==> src/rtl/data_mem_arb_pkg.sv <==
// Shared types for the data-memory arbiter: request bundle, read encoding, port ids.
package data_mem_arb_pkg;

  typedef struct packed {
    logic [3:0]  we;
    logic [11:2] addr;
    logic [31:0] wdata;
  } mem_req_t;

  localparam logic [3:0] WE_READ = 4'b0000;

  typedef enum logic {
    PORT_CPU = 1'b0,
    PORT_DBG = 1'b1
  } port_id_t;

endpackage

==> src/rtl/data_memory_arbiter_starve_counter.sv <==
// Saturating wait counter for the low-priority port; o_at_limit forces its grant.
module starve_counter #(
  parameter int unsigned STARVE_LIMIT = 4,
  parameter int unsigned CNT_W        = 4
) (
  input  logic i_clk,
  input  logic i_rst,
  input  logic i_clr,
  input  logic i_inc,
  output logic o_at_limit
);

  localparam logic [CNT_W-1:0] LIMIT = CNT_W'(STARVE_LIMIT);

  logic [CNT_W-1:0] r_cnt;

  always_ff @(posedge i_clk) begin
    if (i_rst) begin
      r_cnt <= '0;
    end else if (i_clr) begin
      r_cnt <= '0;
    end else if (i_inc && (r_cnt < LIMIT)) begin
      r_cnt <= r_cnt + 1'b1;
    end
  end

  assign o_at_limit = (r_cnt >= LIMIT);

endmodule

==> src/rtl/data_memory_arbiter.sv <==
// Two-port arbiter for a synchronous-read data memory: CPU has priority, debug port
// gets a forced grant after a bounded wait; read responses return to the issuing port.
module data_memory_arbiter
  import data_mem_arb_pkg::*;
#(
  parameter int unsigned STARVE_LIMIT = 4,
  parameter int unsigned CNT_W        = 4
) (
  input  logic        i_clk,
  input  logic        i_rst,
  input  logic        i_p0_valid,
  output logic        o_p0_ready,
  input  logic [3:0]  i_p0_we,
  input  logic [9:0]  i_p0_addr,
  input  logic [31:0] i_p0_wdata,
  output logic        o_p0_rvalid,
  output logic [31:0] o_p0_rdata,
  input  logic        i_p1_valid,
  output logic        o_p1_ready,
  input  logic [3:0]  i_p1_we,
  input  logic [9:0]  i_p1_addr,
  input  logic [31:0] i_p1_wdata,
  output logic        o_p1_rvalid,
  output logic [31:0] o_p1_rdata,
  output logic [3:0]  o_mem_we,
  output logic [9:0]  o_mem_addr,
  output logic [31:0] o_mem_wdata,
  input  logic [31:0] i_mem_rdata
);

  logic     w_at_limit;
  logic     w_gnt0;
  logic     w_gnt1;
  logic     w_rd_gnt;
  mem_req_t w_req0;
  mem_req_t w_req1;
  mem_req_t w_req;
  logic     r_rd_pend;
  port_id_t r_rd_port;

  assign w_req0 = '{we: i_p0_we, addr: i_p0_addr, wdata: i_p0_wdata};
  assign w_req1 = '{we: i_p1_we, addr: i_p1_addr, wdata: i_p1_wdata};

  always_comb begin
    w_gnt0 = 1'b0;
    w_gnt1 = 1'b0;
    if (!i_rst) begin
      if (i_p1_valid && w_at_limit) begin
        w_gnt1 = 1'b1;
      end else if (i_p0_valid) begin
        w_gnt0 = 1'b1;
      end else if (i_p1_valid) begin
        w_gnt1 = 1'b1;
      end
    end
  end

  // Idle cycles drive zeros so the memory never sees a stale write enable.
  always_comb begin
    w_req = '0;
    if (w_gnt0) begin
      w_req = w_req0;
    end else if (w_gnt1) begin
      w_req = w_req1;
    end
  end

  assign w_rd_gnt = (w_gnt0 || w_gnt1) && (w_req.we == WE_READ);

  assign o_p0_ready  = w_gnt0;
  assign o_p1_ready  = w_gnt1;
  assign o_mem_we    = w_req.we;
  assign o_mem_addr  = w_req.addr;
  assign o_mem_wdata = w_req.wdata;

  always_ff @(posedge i_clk) begin
    if (i_rst) begin
      r_rd_pend <= 1'b0;
      r_rd_port <= PORT_CPU;
    end else begin
      r_rd_pend <= w_rd_gnt;
      if (w_rd_gnt) begin
        r_rd_port <= w_gnt1 ? PORT_DBG : PORT_CPU;
      end
    end
  end

  // Masking with reset drops a response whose read was granted just before reset.
  assign o_p0_rvalid = r_rd_pend && !i_rst && (r_rd_port == PORT_CPU);
  assign o_p1_rvalid = r_rd_pend && !i_rst && (r_rd_port == PORT_DBG);
  assign o_p0_rdata  = i_mem_rdata;
  assign o_p1_rdata  = i_mem_rdata;

  starve_counter #(
    .STARVE_LIMIT (STARVE_LIMIT),
    .CNT_W        (CNT_W)
  ) u_starve (
    .i_clk      (i_clk),
    .i_rst      (i_rst),
    .i_clr      (w_gnt1 || !i_p1_valid),
    .i_inc      (i_p1_valid && w_gnt0),
    .o_at_limit (w_at_limit)
  );

endmodule

==> config.mk <==
export PLATFORM = sky130hd
export DESIGN_NAME = data_memory_arbiter
export DESIGN_NICKNAME = d
export VERILOG_FILES = /design/src/rtl/data_mem_arb_pkg.sv /design/src/rtl/data_memory_arbiter_starve_counter.sv /design/src/rtl/data_memory_arbiter.sv
export SDC_FILE = /design/constraint.sdc
export NUM_CORES = 1
export LEC_CHECK = 0
export CAP_MARGIN = 20
export CORE_AREA = 2 2 93 95
export CTS_CLUSTER_SIZE = 28
export DETAILED_ROUTE_END_ITERATION = 10
export DIE_AREA = 0 0 95 97
export PLACE_DENSITY = 0.64
export SETUP_SLACK_MARGIN = 0.3
export SYNTH_ARGS = -nofsm -noshare
export SYNTH_HDL_FRONTEND = slang
export SYNTH_SLANG_ARGS = --single-unit
export TNS_END_PERCENT = 5
==> constraint.sdc <==
create_clock -name i_clk -period 2.3 [get_ports i_clk]
set_input_delay 0.345 -clock i_clk [delete_from_list [all_inputs] [get_ports i_clk]]
set_output_delay 0.345 -clock i_clk [all_outputs]
set_load 0.01 [all_outputs]
==> impl_metrics.tcl <==
set metrics [dict create \
    outcome "finished clean" \
    drtAntennaViolNets 0 \
    power_uw 720 \
    grt_pass1_vias 1750 \
    power.share.switching 0.285 \
    register_area_um2 128 \
    place_congestion 0.713 \
    pwr-share-seq 0.150 \
    p_switching_uw 205 \
    power.internal_uw 515 \
    core_um2 8130 \
    wl_per_cell_um 18.4 \
    h-tree-depth 1 \
    fin_crit_sh 0.918 \
    antenna_cells 0 \
    grt_max_degree 13 \
    yosys_warnings 0 \
    ios 242 \
    synth_nets 281 \
    cts.clk_slew.worst_paths_ns 0.03 \
    setup_viol 0 \
    place_hpwl_um 3860 \
    drt_iter0_markers 40 \
    initial_core_util 0.154 \
    drc_errors 0 \
    grt_pass1_wl_um 9820 \
    synth_area_um2 1250 \
    place_ws_ns -0.473 \
    power_frac_comb 0.636 \
    leakage_uw 0.00121 \
    portBuffers 145 \
    report.final.slew_viol_count 0 \
    synth_seq_cells 6 \
    drv_cap 0 \
    rows 33 \
    vias 1637 \
    max_freq_mhz 474 \
    p_clk_frac 0.213 \
    fin_util 0.324 \
    clock_skew_ns 0.000795 \
    period_needed_ns 2.11 \
    area_growth_syn_to_layout_pct 110 \
    fin_area_um2 2640 \
    cp-end-kind "output port" \
    die_width_um 95 \
    critPathKind "reg2out" \
    numCtsBuffers 3 \
    dpl_cell_area_um2 2380 \
    r2r_slack_ns 0.34 \
    seq_area_frac_synth 0.0957 \
    power_density_nw_per_um2 273 \
    routed_via_density 4.37 \
    first_pass_iters 4 \
    worstPathRequired_ns 1.96 \
    antenna_found_initial 0 \
    multi_input_area_um2 699 \
    clkLatencyLatePin_ns 0.22 \
    dp.cells 336 \
    cts.sinks 6 \
    yosysUniqueCellTypes 29 \
    synth_cells 152 \
    finalNonFillerCells 375 \
    drive_above_1_share 0.381 \
    relSlewSlack 0.664 \
    cts_tree "built" \
    ctsLongestPathBuffers 2 \
    overflow 0 \
    die_h_um 97 \
    vdd_drop_max_mv 0.342 \
    cp_max_fo 5 \
    drt-total-wl_um 6900 \
    hold_violations 0 \
    fin_ws_ns 0.189 \
    dieArea_um2 9220 \
    critPathArrivalTime_ns 1.77 \
    synth_area_per_cell_um2 8.26 \
    clock_tree.root_cell "clkbuf_8" \
    startpoint_type "register" \
    grt.total_usage 0.144 \
    worst_pin_slew_ns 0.500 \
    final_nets 401 \
    rsz0062_at_grt "true" \
    holdBufCountCts 0 \
    min_path_type "reg2reg" \
    nFillCells 861 \
]
through the flow:
step / setup TNS (ns) / hold WS (ns)
2_1_floorplan: 0 / 0.405
3_3_place_gp: -19.33 / 0.425
3_5_place_dp: -20.36 / 0.425
4_1_cts: 0 / 0.433
5_1_grt: 0 / 0.459
6_report: 0 / 0.429
power by group through the flow:
stage                     Sequential [µW]  Clock, µW  Combinational [µW]
after floorplan                       110          0                 237
after global placement                111          0                 417
after detailed placement              111          0                 419
after CTS                             108        160                 468
after global routing                  109        168                 490
final                                 108        154                 458
cell families after synthesis:
| logic type | after synthesis | synth area share |
|---|---|---|
| AOI/OAI and AO/OA | 49 | 0.354 |
| adders and majority gates | 1 | 0.00997 |
| buffers and inverters | 76 | 0.433 |
| DFF | 6 | 0.0957 |
| other | 1 | 0.00299 |
| and+or+nand+nor | 19 | 0.105 |
layout by cell type (no fill, tap or decap), types with 4 or more instances in the layout:
cell type,Yosys,routed
a22o_1,44,44
and3b_2,0,4
and3b_4,1,4
buf_2,8,39
buf_4,64,22
buf_6,1,10
clkbuf_2,0,4
clkdlybuf4s50_1,0,94
dfxtp_1,6,4
Yosys cell counts, drive strengths merged:
master	count	area [µm²]
a221o	1	10.0
a221oi	1	15.0
a22o	44	385
a22oi	1	21.3
and2	2	12.5
and3b	1	12.5
buf	73	532
clkbuf	1	3.75
conb	1	3.75
dfxtp	6	120
ha	1	12.5
inv	2	7.50
nand2	2	7.51
nand2b	1	6.26
nand3b	1	7.51
nand4	1	6.26
nor2	1	3.75
nor2b	1	6.26
nor3	2	15.0
nor3b	3	22.5
nor4	2	12.5
o21a	1	7.51
o21ai	1	5.00
or2b	1	7.51
or3b	1	11.3
final cells by class:
type / count / area share
Multi-Input combinational cell: 78 / 0.265
Sequential cell: 6 / 0.0484
Clock buffer: 3 / 0.0157
Tap cell: 105 / 0.0499
Timing Repair Buffer: 181 / 0.618
Inverter: 2 / 0.00285
routing by layer:
metal / vias up / wire (µm) / share of wire / global-route usage
li1: 747 / - / - / -
met1: 748 / 2590 / 0.38 / 0.156
met2: 116 / 3530 / 0.51 / 0.264
met3: 26 / 577 / 0.084 / 0.0343
met4: 0 / 198 / 0.029 / 0.0513
met5: - / 0 / 0 / 0
sequential cells by signal, summed over array words and instances, names as in the netlist:
name            flops
u_starve.r_cnt      4
r_rd_pend           1
r_rd_port           1
worst max-delay path, cell delays in order (launching register included):
cell and delay (ns):
dfxtp_4 0.35, or3b_4 0.44, and3b_4 0.24, buf_4 0.14
a22o_1 0.23, buf_2 0.14
final timing paths:
kind                                  startpoint                        endpoint  cells after the start
setup reg to reg  u_starve.r_cnt[2]$_SDFFE_PP0P_          r_rd_port$_SDFFE_PP0P_                      6
hold / removal    u_starve.r_cnt[0]$_SDFFE_PP0P_  u_starve.r_cnt[0]$_SDFFE_PP0P_                      1
setup / recovery  u_starve.r_cnt[2]$_SDFFE_PP0P_                 o_mem_wdata[25]                      5
hold reg to reg   u_starve.r_cnt[0]$_SDFFE_PP0P_  u_starve.r_cnt[0]$_SDFFE_PP0P_                      1
what timing repair did:
item / 4_1_cts / 5_1_grt
pin swaps: 17 / 2
setup endpoints to repair: 51 / 49
gates cloned: 11 / 0
resized for setup: 206 / 9
buffers inserted: 24 / 1
Power figures use the tool's default switching activity.
